### src/rtl/dev_debug_pkg.sv
// Shared constants for the dev_debug_input family: register offsets, CTRL bit positions
// and the read value returned for unmapped addresses.
// Latency: n/a (constants only). Backpressure: n/a.
package dev_debug_pkg;

   localparam logic [7:0]  ADDR_DATA     = 8'h00;
   localparam logic [7:0]  ADDR_CTRL     = 8'h04;
   localparam logic [7:0]  ADDR_COUNT    = 8'h08;
   localparam logic [7:0]  ADDR_VAL_BASE = 8'h10;

   localparam int          CTRL_POP      = 0;
   localparam int          CTRL_FLUSH    = 1;
   localparam int          CTRL_CLR_OVF  = 2;
   localparam int          CTRL_IRQ_EN   = 3;

   localparam logic [31:0] UNMAPPED_DAT  = 32'hdead_beef;

endpackage

### src/rtl/debug_sync_fifo.sv
// Synchronous word FIFO with flush; head word is shown combinationally from storage.
// Latency: 1 cycle push-to-head; pop advances the head at the next edge.
// Backpressure: none; a push while full without a concurrent pop is dropped (caller flags it).
// Ports: clk/rst, i_push/i_push_dat, i_pop, i_flush (highest priority),
//        o_head_dat, o_count (0..DEPTH), o_full, o_empty.
module debug_sync_fifo #(
   parameter int WIDTH = 32,
   parameter int DEPTH = 8
) (
   input  logic                     clk,
   input  logic                     rst,
   input  logic                     i_push,
   input  logic [WIDTH-1:0]         i_push_dat,
   input  logic                     i_pop,
   input  logic                     i_flush,
   output logic [WIDTH-1:0]         o_head_dat,
   output logic [$clog2(DEPTH):0]   o_count,
   output logic                     o_full,
   output logic                     o_empty
);

   localparam int           AW       = $clog2(DEPTH);
   localparam logic [AW:0]  FULL_CNT = DEPTH[AW:0];

   logic [WIDTH-1:0] r_mem [DEPTH];
   logic [AW-1:0]    r_rd_ptr;
   logic [AW-1:0]    r_wr_ptr;
   logic [AW:0]      r_count;

   logic w_empty;
   logic w_full;
   logic w_do_pop;
   logic w_do_push;

   assign w_empty   = (r_count == '0);
   assign w_full    = (r_count == FULL_CNT);
   assign w_do_pop  = i_pop & ~w_empty & ~i_flush;
   // When full, a concurrent pop frees the slot the write pointer already points at.
   assign w_do_push = i_push & (~w_full | w_do_pop) & ~i_flush;

   always_ff @(posedge clk or posedge rst) begin
      if (rst) begin
         r_rd_ptr <= '0;
         r_wr_ptr <= '0;
         r_count  <= '0;
      end else if (i_flush) begin
         r_rd_ptr <= '0;
         r_wr_ptr <= '0;
         r_count  <= '0;
      end else begin
         if (w_do_push) r_wr_ptr <= r_wr_ptr + 1'b1;
         if (w_do_pop)  r_rd_ptr <= r_rd_ptr + 1'b1;
         case ({w_do_push, w_do_pop})
            2'b10:   r_count <= r_count + 1'b1;
            2'b01:   r_count <= r_count - 1'b1;
            default: r_count <= r_count;
         endcase
      end
   end

   // Storage carries no reset; only the pointers define which words are valid.
   always_ff @(posedge clk) begin
      if (w_do_push) r_mem[r_wr_ptr] <= i_push_dat;
   end

   assign o_head_dat = r_mem[r_rd_ptr];
   assign o_count    = r_count;
   assign o_full     = w_full;
   assign o_empty    = w_empty;

endmodule

### src/rtl/dev_debug_input_fifo.sv
// Memory-mapped debug input: N_VAL CPU value registers plus a DEPTH-word stimulus FIFO.
// Latency: reads combinational; writes, pushes and pops take effect at the next posedge.
// Backpressure: none; tb_full is advisory, pushes while full are dropped and set sticky ovf.
// Ports: clk/rst; dev_addr/dev_in/we/dev_out CPU bus; irq = irq_en & ~empty;
//        tb_push/tb_data/tb_full testbench feed.
module dev_debug_input_fifo
   import dev_debug_pkg::*;
#(
   parameter int DEPTH = 8,
   parameter int N_VAL = 4
) (
   input  logic        clk,
   input  logic        rst,
   output logic [31:0] dev_out,
   input  logic [31:0] dev_in,
   input  logic [7:0]  dev_addr,
   input  logic        we,
   output logic        irq,
   input  logic        tb_push,
   input  logic [31:0] tb_data,
   output logic        tb_full
);

   localparam int CW = $clog2(DEPTH) + 1;

   logic [31:0]   r_val [N_VAL];
   logic          r_irq_en;
   logic          r_ovf;

   logic          w_ctrl_wr;
   logic          w_pop;
   logic          w_flush;
   logic          w_clr_ovf;
   logic          w_ovf_set;
   logic [31:0]   w_head;
   logic [CW-1:0] w_count;
   logic          w_full;
   logic          w_empty;
   logic [7:0]    w_val_off;
   logic [3:0]    w_val_idx;
   logic          w_val_hit;

   assign w_ctrl_wr = we && (dev_addr == ADDR_CTRL);
   assign w_pop     = w_ctrl_wr & dev_in[CTRL_POP];
   assign w_flush   = w_ctrl_wr & dev_in[CTRL_FLUSH];
   assign w_clr_ovf = w_ctrl_wr & dev_in[CTRL_CLR_OVF];

   // A pop while full always succeeds (full implies non-empty), so it rescues the push.
   assign w_ovf_set = tb_push & w_full & ~w_pop & ~w_flush;

   // VAL window: word-aligned, and only the first N_VAL words are mapped.
   assign w_val_off = dev_addr - ADDR_VAL_BASE;
   assign w_val_idx = w_val_off[5:2];
   assign w_val_hit = (dev_addr >= ADDR_VAL_BASE) && (w_val_off[1:0] == 2'b00) &&
                      (w_val_off[7:6] == 2'b00) && ({1'b0, w_val_idx} < 5'(N_VAL));

   debug_sync_fifo #(
      .WIDTH (32),
      .DEPTH (DEPTH)
   ) u_fifo (
      .clk        (clk),
      .rst        (rst),
      .i_push     (tb_push),
      .i_push_dat (tb_data),
      .i_pop      (w_pop),
      .i_flush    (w_flush),
      .o_head_dat (w_head),
      .o_count    (w_count),
      .o_full     (w_full),
      .o_empty    (w_empty)
   );

   always_ff @(posedge clk or posedge rst) begin
      if (rst) begin
         r_irq_en <= 1'b0;
         r_ovf    <= 1'b0;
      end else begin
         if (w_ctrl_wr) r_irq_en <= dev_in[CTRL_IRQ_EN];
         // Set has priority over a same-cycle clear.
         if (w_ovf_set)      r_ovf <= 1'b1;
         else if (w_clr_ovf) r_ovf <= 1'b0;
      end
   end

   always_ff @(posedge clk or posedge rst) begin
      if (rst) begin
         for (int i = 0; i < N_VAL; i++) r_val[i] <= '0;
      end else if (we && w_val_hit) begin
         for (int i = 0; i < N_VAL; i++) begin
            if (w_val_idx == 4'(i)) r_val[i] <= dev_in;
         end
      end
   end

   always_comb begin
      dev_out = UNMAPPED_DAT;
      if (dev_addr == ADDR_DATA) begin
         if (!w_empty) dev_out = w_head;
      end else if (dev_addr == ADDR_CTRL) begin
         dev_out = {16'h0000, {(8 - CW){1'b0}}, w_count, 4'b0000,
                    r_irq_en, r_ovf, w_full, w_empty};
      end else if (dev_addr == ADDR_COUNT) begin
         dev_out = {{(32 - CW){1'b0}}, w_count};
      end else if (w_val_hit) begin
         for (int i = 0; i < N_VAL; i++) begin
            if (w_val_idx == 4'(i)) dev_out = r_val[i];
         end
      end
   end

   assign irq     = r_irq_en & ~w_empty;
   assign tb_full = w_full;

endmodule

### config.mk
export PLATFORM = sky130hd
export DESIGN_NAME = dev_debug_input_fifo
export DESIGN_NICKNAME = d
export VERILOG_FILES = /design/src/rtl/dev_debug_pkg.sv /design/src/rtl/debug_sync_fifo.sv /design/src/rtl/dev_debug_input_fifo.sv
export SDC_FILE = /design/constraint.sdc
export NUM_CORES = 1
export LEC_CHECK = 0
export CAP_MARGIN = 0
export CELL_PAD_IN_SITES_DETAIL_PLACEMENT = 1
export CELL_PAD_IN_SITES_GLOBAL_PLACEMENT = 1
export CORE_MARGIN = 10
export CORE_UTILIZATION = 50
export CTS_CLUSTER_DIAMETER = 200
export DETAILED_ROUTE_END_ITERATION = 6
export PLACE_DENSITY_LB_ADDON = 0.05
export SLEW_MARGIN = 20
export SYNTH_ARGS = -nofsm -noshare
export SYNTH_HDL_FRONTEND = slang
export SYNTH_HIERARCHICAL = 1
export SYNTH_SLANG_ARGS = --single-unit
### constraint.sdc
create_clock -name clk -period 5.65 [get_ports clk]
set_clock_uncertainty 0.15 [all_clocks]
set_input_delay 1.4125 -clock clk [delete_from_list [all_inputs] [get_ports clk]]
set_output_delay 1.4125 -clock clk [all_outputs]
set_load 0.01 [all_outputs]
---- After elaboration in Yosys (flattened, before gate mapping) ----
Memories as Yosys holds them, arrays and structs flattened.
Index checks and enable logic that the tools add are counted.
word-level totals
  flip-flop bits (word level) ............. 140
  memory bits (writable) .................. 256
  input port bits ......................... 76
  logic and storage cells ................. 78
  memories kept ........................... 1
memories
  name          words  bits a word  rd ports  clocked after Yosys merged registers in  wr ports  line                   source
  u_fifo.r_mem  8      32           1         0                                        1         debug_sync_fifo.sv:25  logic [WIDTH-1:0] r_mem [DEPTH];
operators by class
  add/subtract/negate cells ............... 5
  order comparisons ....................... 2
  equal/unequal tests ..................... 8
  muxes and demuxes ....................... 19
  bitwise gates (word level) .............. 16
  reduce and logical (&&, ||, !) cells .... 18
operators with widths
  kind                 count
  $mux 32              9
  $mux 3               4
  $and 1x1->1          11
  $eq 4x2->1 const B   2
  $eq 8x3->1 const B   1
  $eq 8x4->1 const B   1
  $ge 8x5->1 const B   1
  $logic_not 4->1      2
  $logic_not 8->1      1
  $pmux 4 s2           1
  $reduce_and 2->1     4
  $sub 8x5->8 const B  1
  $add 3x1->3 const B  2
  $reduce_bool 2->1    3
  $logic_and 1x1->1    5
  $add 4x1->4 const B  1
  $eq 4x1->1 const B   1
  $eq 4x4->1 const B   1
  $logic_not 2->1      2
  $lt 4x3->1 const B   1
  $mux 1               4
  $mux 4               1
  $not 1->1            4
  $sub 4x1->4 const B  1
  4 further kinds      4

---- Depth between registers and ports, before layout ----
  word-level depth ........................ 11
  depth in mapped cells ................... 13
  mapped depth without buffers ............ 10

---- By module ----
The synthesis kept the hierarchy.
modules (own cells, without submodules)
  module                times used  cells an instance  area each (um^2)  sequential area each (um^2)
  debug_sync_fifo       1           455                10347.4           7937.6
  dev_debug_input_fifo  1           496                6493.7            3253.1

---- Worst setup path before layout ----
Ideal clock, no wire load.
  path kind ............................... in2reg
  start point ............................. input dev_addr[1]
  end point ............................... memory u_fifo.r_mem[0][0], enable pin
  library setup time ...................... 0.461 ns
  arrival ................................. 5.424 ns
  setup slack ............................. -0.385 ns
  stages .................................. 9
  path through ............................ or4_1 -> nor3_2 -> buf_4 -> and4_1 -> clkbuf_1 -> nand2b_1 -> o21ba_2 -> nand2b_1 -> nor3_1
on the way
  longest elaborated chain between the ends .. 10
  elaborated cells on any way between the ends .. 12
  those cells by class .................... 1 x eq/ne; 2 x mux; 8 x bitwise; 1 x reduce/logical
ends and longest elaborated chain
  item                          line                        source
  start, declared               dev_debug_input_fifo.sv:16  input logic [7:0] dev_addr,
  $eq 8x3->1                    dev_debug_input_fifo.sv:43  assign w_ctrl_wr = we && (dev_addr == ADDR_CTRL);
  $logic_and 1x1->1             dev_debug_input_fifo.sv:43
  $and 1x1->1                   dev_debug_input_fifo.sv:44  assign w_pop = w_ctrl_wr & dev_in[CTRL_POP];
  net w_pop                     dev_debug_input_fifo.sv:31  logic w_pop;
  $and 1x1->1 (2 in series)     debug_sync_fifo.sv:37       assign w_do_pop = i_pop & ~w_empty & ~i_flush;
  $or 1x1->1                    debug_sync_fifo.sv:39       assign w_do_push = i_push & (~w_full | w_do_pop) & ~i_flush;
  $and 1x1->1 (2 in series)     debug_sync_fifo.sv:39
  $mux 1                        debug_sync_fifo.sv:63       if (w_do_push) r_mem[r_wr_ptr] <= i_push_dat;
  $mux 1 (implied by the code)  debug_sync_fifo.sv:63
  end, declared                 debug_sync_fifo.sv:25
The timed path passes the listed nets, and every way through them passes these cells.

---- Worst setup path after layout ----
  start point ............................. input dev_addr[5]
  end point ............................... output dev_out[6]
on the way
  longest elaborated chain between the ends .. 10
  elaborated cells on any way between the ends .. 22
  those cells by class .................... 1 x add/sub; 2 x order compare; 5 x eq/ne; 8 x mux; 6 x reduce/logical
ends and longest elaborated chain
  item                   line                         source
  $sub 8x5->8            dev_debug_input_fifo.sv:52   assign w_val_off = dev_addr - ADDR_VAL_BASE;
  $logic_not 4->1        dev_debug_input_fifo.sv:106  if (w_val_idx == 4'(i)) dev_out = r_val[i];
  $mux 32 (4 in series)  dev_debug_input_fifo.sv:106
  $mux 32                dev_debug_input_fifo.sv:104  end else if (w_val_hit) begin
  $mux 32                dev_debug_input_fifo.sv:102  end else if (dev_addr == ADDR_COUNT) begin
  $mux 32                dev_debug_input_fifo.sv:99   end else if (dev_addr == ADDR_CTRL) begin
  $mux 32 (*)            dev_debug_input_fifo.sv:97   if (dev_addr == ADDR_DATA) begin
  end, declared          dev_debug_input_fifo.sv:14   output logic [31:0] dev_out,
Every way passes the cells marked *; elsewhere a longest branch is shown, timed or not.

==> flow_metrics.py <==
metrics = {
    "die": {
        "core_area_um2": 33360,
        "fp.dieW_um": 203.5,
        "initial_core_util_pct": 50.48,
        "die_outline_area_um2": 41420,
        "placement_rows": 67,
        "design.portCount": 110,
        "die_h_um": 203.5,
    },
    "drt": {
        "first_iter_violations": 608,
        "routed_wirelength_um": 41760,
        "routed_wire_length_per_instance_um": 26.54,
        "detail-route-antenna-nets": 0,
        "drc_errors": 0,
        "drt_pre_antenna_iters": 5,
        "routed-via-count": 9262,
        "routed_via_density": 5.888,
    },
    "clock_tree": {
        "cts_htree_levels": 2,
        "cts_buffers": 42,
        "cts_hold_buffers": 0,
        "clock_pin_transition_on_the_worst_setup_and_hold_timing_paths_ns": 0.06,
        "cts.path.max_buffers": 3,
        "clock-root-buffer": "sky130_fd_sc_hd__clkbuf_16",
        "cts_tree": "done",
        "cts_num_sinks": 396,
        "worstSkewPairLatency_ns": 0.55,
    },
    "yosys": {
        "synth_flop_cell": "sky130_fd_sc_hd__edfxtp_1",
        "synth_edf_count": 256,
        "synth_area_leader_cell": "sky130_fd_sc_hd__edfxtp_1",
        "summed_instance_area_of_the_synthesized_netlist_um2": 16840,
        "synth_sequential_area_ratio_pct": 66.45,
        "mappedNetlistNets": 1032,
        "fraction_of_post_synthesis_cell_area_in_the_top_cell_type_by_area_pct": 45.65,
        "postSynth.asyncResetShare_pct": 35.35,
        "synth.top_cells.by_area": "sky130_fd_sc_hd__edfxtp_1 (46%), sky130_fd_sc_hd__dfrtp_1 (21%), sky130_fd_sc_hd__mux2_2 (9.1%)",
        "yosys_register_bits": 396,
        "yosysWarningCount": 6,
        "count_of_distinct_cell_types_in_the_synthesized_netlist": 58,
        "syn_area_cell_um2": 17.71,
        "synthCells": 951,
    },
    "grt": {
        "first_global_vias": 10130,
        "overall_fraction_of_global_route_tracks_in_use_pct": 20.30,
        "grt_antenna_before_repair": 4,
        "globalRouteOverflowTotal": 0,
        "grt_max_degree": 62,
        "grt_first_pass_wirelength_um": 64000,
    },
    "sta": {
        "timing.final.hold_violations": 0,
        "grt_setup_unrepaired": "false",
        "report.final.slew_viol_count": 0,
        "period_minus_slack_ns": 5.467,
        "max-slew-margin-rel_pct": 44.76,
        "maximum_clock_rate_mhz": 182.9,
        "setup_viol": 0,
        "worst_tran_pin_value_ns": 0.8285,
        "period_share_pct": 96.77,
        "timing.final.ws_setup_ns": 0.1826,
        "fin_setup_tns_ns": 0,
    },
    "power_and_ir_drop": {
        "clock_power_share_pct": 40.2,
        "switching_share_pct": 23.02,
        "combinationalPowerShare_pct": 9.0,
        "power_switching_uw": 1515,
        "static-leakage-power_uw": 0.007603,
        "power.density_cell_area_nw_per_um2": 328.2,
        "internal_power_uw": 5066,
        "seq_power_share_pct": 50.8,
        "totalPowerFinal_uw": 6580,
        "peakVddDrop_mv": 0.3004,
    },
    "outcome": {
        "outcome": "finished, final reports clean",
    },
    "worst_setup_path": {
        "path_delay_family": "buffers and inverters",
        "cp_cell_sequence": "clkdlybuf4s50_1 -> and2b_1 -> and3_1 -> buf_4 -> a211oi_1 -> buf_4 -> o22ai_1 -> clkdlybuf4s50_1",
        "worst-setup-path-type": "primary input to output pin",
        "r2r_slack_ns": 2.52,
        "cp_slowest_cell": "sky130_fd_sc_hd__clkdlybuf4s50_1",
        "critPathMaxStageDelay_ns": 0.61,
        "cp_data_required_time_ns": 4.09,
        "setup.worst_path.end_class": "output pin",
        "critical_path.n_buffers_inverters": 4,
        "critPathLaunchType": "primary input",
        "critPathArrivalTime_ns": 3.90,
        "cp_max_fo": 18,
    },
    "placed_design": {
        "dpl-instance-area_um2": 18730,
        "gp_congestion": 0.8065,
        "place_hpwl_um": 27070,
        "buffer_ports.inserted": 109,
        "detailedPlace.worstSlack_ns": 0.1427,
    },
    "finish": {
        "area_delta_synth_final_pct": 19.06,
        "layout_commonest_cell": "sky130_fd_sc_hd__edfxtp_1",
        "most-common-layout-cells": "sky130_fd_sc_hd__edfxtp_1 (256), sky130_fd_sc_hd__dfrtp_1 (138), sky130_fd_sc_hd__mux2_2 (136), sky130_fd_sc_hd__clkdlybuf4s50_1 (107), sky130_fd_sc_hd__mux4_2 (67)",
        "fillCellCount": 2962,
        "nNetsFinal": 1175,
        "fin_area_um2": 20050,
        "sequential_standard_cell_area_um2": 11200,
        "multiInputGateArea_um2": 5333,
        "drive_gt1_share_pct": 32.47,
    },
    "run": {
        "drv_cap": 0,
    },
    "hold_path": {
        "hp-class": "flop to flop",
    },
}
## worst reg2reg max path, delay by kind of cell (launching register included)
kind | cells | cell delay (ns)
adder cells (fa/ha/maj) | 1 | 0.32
flip-flops | 1 | 0.52
AND/OR/NAND/NOR | 4 | 1.29
AO/OA/AOI/OAI | 3 | 0.74
## cell usage after synthesis, types with 7 or more instances
| cell | n |
|---|---|
| sky130_fd_sc_hd__edfxtp_1 | 256 |
| sky130_fd_sc_hd__buf_2 | 22 |
| sky130_fd_sc_hd__clkbuf_1 | 21 |
| sky130_fd_sc_hd__nand2_1 | 11 |
| sky130_fd_sc_hd__inv_1 | 10 |
| sky130_fd_sc_hd__nand2b_1 | 9 |
| sky130_fd_sc_hd__o21ai_0 | 11 |
| sky130_fd_sc_hd__o2bb2ai_1 | 25 |
| sky130_fd_sc_hd__nor2_1 | 40 |
| sky130_fd_sc_hd__nand3_1 | 7 |
| sky130_fd_sc_hd__mux2i_1 | 23 |
| sky130_fd_sc_hd__mux2_4 | 30 |
| sky130_fd_sc_hd__a211oi_1 | 18 |
| sky130_fd_sc_hd__o22ai_1 | 29 |
| sky130_fd_sc_hd__mux2_2 | 136 |
| sky130_fd_sc_hd__buf_6 | 10 |
| sky130_fd_sc_hd__dfrtp_1 | 140 |
| sky130_fd_sc_hd__mux4_2 | 67 |
## path summary, 6_finish.rpt
kind,startpoint,end,cells past startpoint
max in group asynchronous,rst,r_val[45]$_DFFE_PP0P_,3
setup reg to reg,u_fifo/o_count[0]$_DFFE_PP0P_,u_fifo/o_count[3]$_DFFE_PP0P_,8
min in group asynchronous,rst,u_fifo/r_wr_ptr[1]$_DFFE_PP0P_,2
hold reg to reg,r_val[127]$_DFFE_PP0P_,r_val[127]$_DFFE_PP0P_,1
setup / recovery,dev_addr[5],dev_out[6],8
hold / removal,r_val[127]$_DFFE_PP0P_,r_val[127]$_DFFE_PP0P_,1
## flip-flops by register name (all words and copies together) (netlist names)
signal / count
u_fifo/r_rd_ptr: 3
u_fifo/r_mem: 256
r_ovf: 1
u_fifo/o_count: 4
r_irq_en: 1
u_fifo/r_wr_ptr: 3
r_val: 128
## what timing repair did
action	4_1_cts	5_1_grt
buffers inserted	0	0
gates resized for setup	0	1
setup endpoints to repair	0	1
## area by class of cell
class                           count  share of cell area [%]
Antenna cell                        1                 0.01248
Clock buffer                       60                   5.885
Clock inverter                     14                  0.6677
Inverter                           11                  0.2434
Multi-Input combinational cell    482                   26.60
Sequential cell                   396                   55.84
Tap cell                          448                   2.796
Timing Repair Buffer              161                   7.963
## stage by stage
stage	util, %	hold WS, ns	cells
2_1_floorplan	-	0.3135	951
3_3_place_gp	56.14	0.3229	1498
3_5_place_dp	56.14	0.3403	1498
4_1_cts	60.07	0.3548	1572
5_1_grt	60.10	0.3627	1573
6_report	60.10	0.3510	1573
## cells by family after synthesis
family,share of synthesized area (%)
xor gates and xnor gates,0.3120
adders and majority gates,0.4161
AOI/OAI and AO/OA,5.178
DFF,66.45
buffers and inverters,2.333
muxes,22.23
and+or+nand+nor,3.083
## per-layer routing
layer | track usage [%] | part of all wire (%) | vias up
li1 | - | - | 4056
met1 | 27.15 | 44 | 4946
met2 | 33.42 | 49 | 196
met3 | 3.950 | 4.5 | 58
met4 | 5.516 | 2.1 | 6
met5 | 0 | 0.091 | -
## power groups by stage
stage	registers, uW	clock network [uW]	logic, uW
6_report	3350	2640	591
3_5_place_dp	3400	0	596
4_1_cts	3350	2710	600
3_3_place_gp	3390	0	585
5_1_grt	3360	2840	641
2_1_floorplan	3370	0	325
(Power assumes the default switching activity.)
